### src/rtl/struct_array_sequencer.sv
// Accepts a packed word of 7-bit {a, b[3:0], c[1:0]} records and streams
// entries 0..count-1 out one per valid/ready beat, pulsing done after the last.
module struct_array_sequencer #(
    parameter int unsigned ENTRIES = 8,
    parameter int unsigned IDX_W   = 3,
    parameter int unsigned CNT_W   = 4
) (
    input  logic                   clk,
    input  logic                   rst,
    input  logic                   in_valid,
    output logic                   in_ready,
    input  logic [ENTRIES*7-1:0]   in_data,
    input  logic [CNT_W-1:0]       in_count,
    input  logic                   flush,
    output logic                   out_valid,
    input  logic                   out_ready,
    output logic [IDX_W-1:0]       out_index,
    output logic                   out_a,
    output logic [3:0]             out_b,
    output logic [1:0]             out_c,
    output logic                   out_last,
    output logic                   done
);

    localparam int unsigned ENTRY_W = 7;
    localparam int unsigned DATA_W  = ENTRIES * ENTRY_W;

    typedef struct packed {
        logic       a;
        logic [3:0] b;
        logic [1:0] c;
    } rec_t;

    typedef enum logic {
        S_IDLE,
        S_RUN
    } state_t;

    state_t             r_state;
    state_t             w_state_nxt;
    logic [DATA_W-1:0]  r_data;
    logic [IDX_W-1:0]   r_idx;
    logic [CNT_W-1:0]   r_count;
    logic               r_done;

    logic [CNT_W-1:0]   w_cnt_eff;
    logic               w_in_ready;
    logic               w_out_valid;
    logic               w_accept;
    logic               w_xfer;
    logic               w_last;
    rec_t               w_entries [ENTRIES];
    rec_t               w_rec;

    // Counts larger than the word are clamped to the number of records held.
    assign w_cnt_eff = (in_count > CNT_W'(ENTRIES)) ? CNT_W'(ENTRIES) : in_count;
    assign w_last    = (CNT_W'(r_idx) == (r_count - CNT_W'(1)));
    assign w_accept  = in_valid && w_in_ready;
    assign w_xfer    = w_out_valid && out_ready;

    always_comb begin
        for (int unsigned i = 0; i < ENTRIES; i++) begin
            w_entries[i] = r_data[i*ENTRY_W +: ENTRY_W];
        end
    end

    assign w_rec = w_entries[r_idx];

    always_ff @(posedge clk or posedge rst) begin
        if (rst) begin
            r_state <= S_IDLE;
        end else begin
            r_state <= w_state_nxt;
        end
    end

    always_comb begin
        w_state_nxt = r_state;
        w_in_ready  = 1'b0;
        w_out_valid = 1'b0;
        case (r_state)
            S_IDLE: begin
                w_in_ready = !flush;
                if (in_valid && w_in_ready && (w_cnt_eff != '0)) begin
                    w_state_nxt = S_RUN;
                end
            end
            S_RUN: begin
                w_out_valid = 1'b1;
                if (flush || (out_ready && w_last)) begin
                    w_state_nxt = S_IDLE;
                end
            end
            default: w_state_nxt = S_IDLE;
        endcase
    end

    // Word capture, index stepping and done pulse; a flush suppresses both.
    always_ff @(posedge clk or posedge rst) begin
        if (rst) begin
            r_data  <= '0;
            r_idx   <= '0;
            r_count <= '0;
            r_done  <= 1'b0;
        end else begin
            r_done <= w_xfer && w_last && !flush;
            if (w_accept) begin
                r_data  <= in_data;
                r_count <= w_cnt_eff;
                r_idx   <= '0;
            end else if (w_xfer && !w_last && !flush) begin
                r_idx <= r_idx + IDX_W'(1);
            end
        end
    end

    assign in_ready  = w_in_ready && !rst;
    assign out_valid = w_out_valid;
    assign out_index = r_idx;
    assign out_a     = w_rec.a;
    assign out_b     = w_rec.b;
    assign out_c     = w_rec.c;
    assign out_last  = w_out_valid && w_last;
    assign done      = r_done;

endmodule

### config.mk
export PLATFORM = sky130hd
export DESIGN_NAME = struct_array_sequencer
export DESIGN_NICKNAME = d
export VERILOG_FILES = /design/src/rtl/struct_array_sequencer.sv
export SDC_FILE = /design/constraint.sdc
export NUM_CORES = 1
export LEC_CHECK = 0
export ABC_CLOCK_PERIOD_IN_PS = 3000
export CAP_MARGIN = 10
export CELL_PAD_IN_SITES_DETAIL_PLACEMENT = 1
export CELL_PAD_IN_SITES_GLOBAL_PLACEMENT = 1
export CORE_MARGIN = 3
export CORE_UTILIZATION = 25
export CTS_CLUSTER_DIAMETER = 200
export DETAILED_ROUTE_END_ITERATION = 8
export HOLD_SLACK_MARGIN = 0.12
export PLACE_DENSITY_LB_ADDON = 0.1
export SETUP_SLACK_MARGIN = 0.4
export SYNTH_ARGS = -nofsm -noshare
export SYNTH_HDL_FRONTEND = slang
export SYNTH_SLANG_ARGS = --single-unit
### constraint.sdc
create_clock -name clk -period 3 [get_ports clk]
set_clock_uncertainty 0.2 [all_clocks]
set_input_delay 0.3 -clock clk [delete_from_list [all_inputs] [get_ports clk]]
set_output_delay 0.3 -clock clk [all_outputs]
set_load 0.02 [all_outputs]
==> impl_metrics.tcl <==
set metrics [dict create \
    status "completed" \
    clock_tree.buffer_depth 2 \
    clk-insertion-delay-late_ps 320 \
    combPwrFrac_pct 25.1 \
    drt_first_pass_iters 4 \
    synth.yosys.warnings 0 \
    timing.critical_path.from_type "flop" \
    timing.final.crit_period_ps 2530 \
    routed-via-count 2512 \
    cts.clk_slew.worst_paths_ps 50 \
    drt_first_iter_violations 56 \
    grt_pass1_wl_mm 14.8 \
    timing.final.crit_share_pct 84.5 \
    dieWidth_um 118 \
    cts_tree "yes" \
    path_type_of_the_worst_min_delay_path "input port to async pin" \
    synth_nets 385 \
    placed_cells_incl_taps 553 \
    final_core_utilization_pct 36.8 \
    io_buffers 78 \
    share_seq_of_total_power_pct 37.5 \
    final_critical_path_setup_slack_ps 466 \
    worst_r2r_path_cells 6 \
    synth_largest_type_area_fraction_pct 52.1 \
    ys_ff_latch 65 \
    worst_setup_path_end_kind "output pin" \
    numCtsBuffers 9 \
    drt-wirelength-per-cell_um 15.5 \
    place_area_um2 4110 \
    power.total_mw 3.15 \
    timing.rr.start "r_count[0]$_DFFE_PP0P_" \
    num_antenna_cells 0 \
    worst_setup_path_type "flop to output pin" \
    antenna_violating_nets_post_route 0 \
    grt_overflow 0 \
    highest_attainable_clock_frequency_mhz 395 \
    hold_buffer_count_at_cts 0 \
    post_drt_via_cell_ratio 4.41 \
    yosys.cell_types.count 32 \
    unrepaired_setup_endpoints_after_global_routing "no" \
    synth_top_cell_by_area "sky130_fd_sc_hd__dfrtp_1" \
    synth-seq-area-share_pct 52.1 \
    sum_of_negative_setup_slack_ps 0 \
    clk_root_buffer_cell "sky130_fd_sc_hd__clkbuf_16" \
    drv_slew 0 \
    cellInternalPower_mw 2.26 \
    fp.dieArea_um2 13900 \
    timing.hold.ws_ps 187 \
    number_of_global_route_vias_before_repair 2825 \
    detailedPlacementHpwl_mm 6.40 \
    cap_viol_max_count 0 \
    finalWirelength_mm 8.86 \
    layout.filler_cells 1428 \
    finish.instance_area_um2 4450 \
    place_worst_setup_slack_ps 429 \
    critPathMaxFanout 14 \
    timing.critical_path.arrival_ps 2030 \
    globalRouteTotalUtil_pct 13.6 \
    power_per_cell_area_nw_per_um2 707 \
    tightest_slew_ps 613 \
    floorplan.core_area_um2 12100 \
    syn-cell-area_um2 3120 \
    initial_core_utilization_pct 25.8 \
    timing.reg2reg.setup_slack_ps 990 \
    avgSynthCellArea_um2 9.82 \
    swShare_pct 28.1 \
    fp-row-count 40 \
    max_slew_margin_pct 59.0 \
    fraction_of_final_layout_cells_sized_beyond_drive_strength_1_pct 9.70 \
    max_vdd_drop_mv 0.240 \
    cp_data_required_time_ps 2500 \
    layout.cells.non_filler 570 \
    maximum_number_of_pins_on_one_net_before_global_route_repair 66 \
    grt_antenna_before_repair 0 \
    total_leakage_power_nw 2.12 \
    cts.sink_count 65 \
    setup_viol_count_final 0 \
    areaGrowthSynthToFinish_pct 42.7 \
    clockPowerShare_pct 37.3 \
    netlist_top_cells_area "sky130_fd_sc_hd__dfrtp_1 52%, sky130_fd_sc_hd__nand2_1 21%, sky130_fd_sc_hd__mux4_1 12%" \
    total_switching_power_mw 0.884 \
    drc 0 \
    synthCells 318 \
    fin_nets 464 \
    cts_htree_levels 3 \
    r2r_end "out_index[2]$_DFFE_PP0P_" \
    dieHeight_um 118 \
    report.final.hold_viol_count 0 \
    gp_congestion 0.719 \
    top_level_ports 79 \
]
==> cell usage after synthesis <==
| master | count |
|---|---|
| sky130_fd_sc_hd__mux2i_1 | 1 |
| sky130_fd_sc_hd__o221ai_2 | 1 |
| sky130_fd_sc_hd__nor2_1 | 1 |
| sky130_fd_sc_hd__o31ai_1 | 3 |
| sky130_fd_sc_hd__ha_1 | 2 |
| sky130_fd_sc_hd__nand3_1 | 2 |
| sky130_fd_sc_hd__and3b_1 | 1 |
| sky130_fd_sc_hd__buf_2 | 2 |
| sky130_fd_sc_hd__a21boi_1 | 1 |
| sky130_fd_sc_hd__xnor2_1 | 2 |
| sky130_fd_sc_hd__clkbuf_4 | 1 |
| sky130_fd_sc_hd__xor3_1 | 1 |
| sky130_fd_sc_hd__nand3b_1 | 3 |
| sky130_fd_sc_hd__or4_1 | 1 |
| sky130_fd_sc_hd__nor3_1 | 2 |
| sky130_fd_sc_hd__nand4_1 | 2 |
| sky130_fd_sc_hd__mux4_1 | 14 |
| sky130_fd_sc_hd__and2_1 | 2 |
| sky130_fd_sc_hd__o21ai_0 | 2 |
| sky130_fd_sc_hd__dfrtp_1 | 65 |
| sky130_fd_sc_hd__o22ai_2 | 1 |
| sky130_fd_sc_hd__xor2_1 | 1 |
| sky130_fd_sc_hd__or3_1 | 1 |
| sky130_fd_sc_hd__buf_12 | 1 |
| sky130_fd_sc_hd__buf_6 | 1 |
| sky130_fd_sc_hd__and3_1 | 2 |
| sky130_fd_sc_hd__mux2_2 | 7 |
| sky130_fd_sc_hd__inv_1 | 5 |
| sky130_fd_sc_hd__a32o_1 | 1 |
| sky130_fd_sc_hd__nor4_1 | 1 |
| sky130_fd_sc_hd__clkbuf_1 | 13 |
| sky130_fd_sc_hd__nand2_1 | 175 |
==> per-layer routing <==
layer / wire length [um] / global-route usage [%] / vias up
li1: - / - / 1202
met1: 3610 / 15.3 / 1251
met2: 4790 / 25.3 / 53
met3: 372 / 3.89 / 6
met4: 80 / 3.08 / 0
met5: 0 / 0 / -
==> power groups by stage <==
stage / registers (mW) / clock network [mW] / logic [mW]
floorplan: 1.14 / 0 / 0.529
global placement: 1.21 / 0 / 0.794
detailed placement: 1.21 / 0 / 0.816
CTS: 1.19 / 1.21 / 0.806
global route: 1.20 / 1.25 / 0.889
finish: 1.18 / 1.17 / 0.792
==> final cells by class <==
| class | instances | area (um^2) | share of cell area (%) |
|---|---|---|---|
| clock buffer | 12 | 267 | 5.98 |
| multi-input combinational | 230 | 1390 | 31.2 |
| clock inverter | 4 | 73.8 | 1.66 |
| sequential | 65 | 1630 | 36.5 |
| timing repair buffer | 86 | 870 | 19.5 |
| tap | 168 | 210 | 4.72 |
| inverter | 5 | 18.8 | 0.421 |
==> state kept, by name (all words and copies together) (netlist names) <==
name,count
r_data,56
r_count,4
out_index,3
done,1
r_state,1
==> cells by family (layout without fill, tap and decap cells) <==
family,after synthesis,after routing,share of synthesized area (%)
AOI/OAI and AO/OA,9,9,2.48
DFF,65,65,52.1
adders and majority gates,2,2,0.801
muxes,22,22,14.6
and+or+nand+nor,193,193,24.6
buffers and inverters,23,107,3.73
xor gates and xnor gates,4,4,1.60
==> timing repair <==
item,CTS,global route
setup buffers,1,0
setup endpoints to repair,8,5
pin swaps,0,1
resized for setup,10,6
==> worst max-delay path, stage by stage, from the launching register on <==
cell and delay [ps]:
sky130_fd_sc_hd__dfrtp_2 380, sky130_fd_sc_hd__buf_12 160, sky130_fd_sc_hd__mux4_1 560, sky130_fd_sc_hd__mux2_2 280, sky130_fd_sc_hd__dlygate4sd2_1 320
==> layout by cell type, fill, tap and decap left out, types with 3 or more instances in the layout <==
cell,n
sky130_fd_sc_hd__nand2_1,174
sky130_fd_sc_hd__clkdlybuf4s50_1,70
sky130_fd_sc_hd__dfrtp_1,64
sky130_fd_sc_hd__mux4_1,14
sky130_fd_sc_hd__clkbuf_16,9
sky130_fd_sc_hd__mux2_2,7
sky130_fd_sc_hd__buf_4,5
sky130_fd_sc_hd__inv_1,4
sky130_fd_sc_hd__clkdlybuf4s15_1,4
sky130_fd_sc_hd__nand3b_1,3
sky130_fd_sc_hd__o31ai_1,3
sky130_fd_sc_hd__clkbuf_8,3
sky130_fd_sc_hd__dlygate4sd2_1,3
sky130_fd_sc_hd__buf_12,3
==> worst max path at each step <==
stage,startpoint,endpoint,slack (ps),depth (start not counted)
2_1_floorplan,rst,done$_DFF_PP0_,870,1
3_3_place_gp,out_index[0]$_DFFE_PP0P_,out_c[0],460,4
3_5_place_dp,out_index[0]$_DFFE_PP0P_,out_c[0],430,4
4_1_cts,out_index[0]$_DFFE_PP0P_,out_a,430,4
5_1_grt,out_index[0]$_DFFE_PP0P_,out_c[0],410,4
6_report,out_index[0]$_DFFE_PP0P_,out_c[0],470,4
Power figures use the tool's default switching activity.
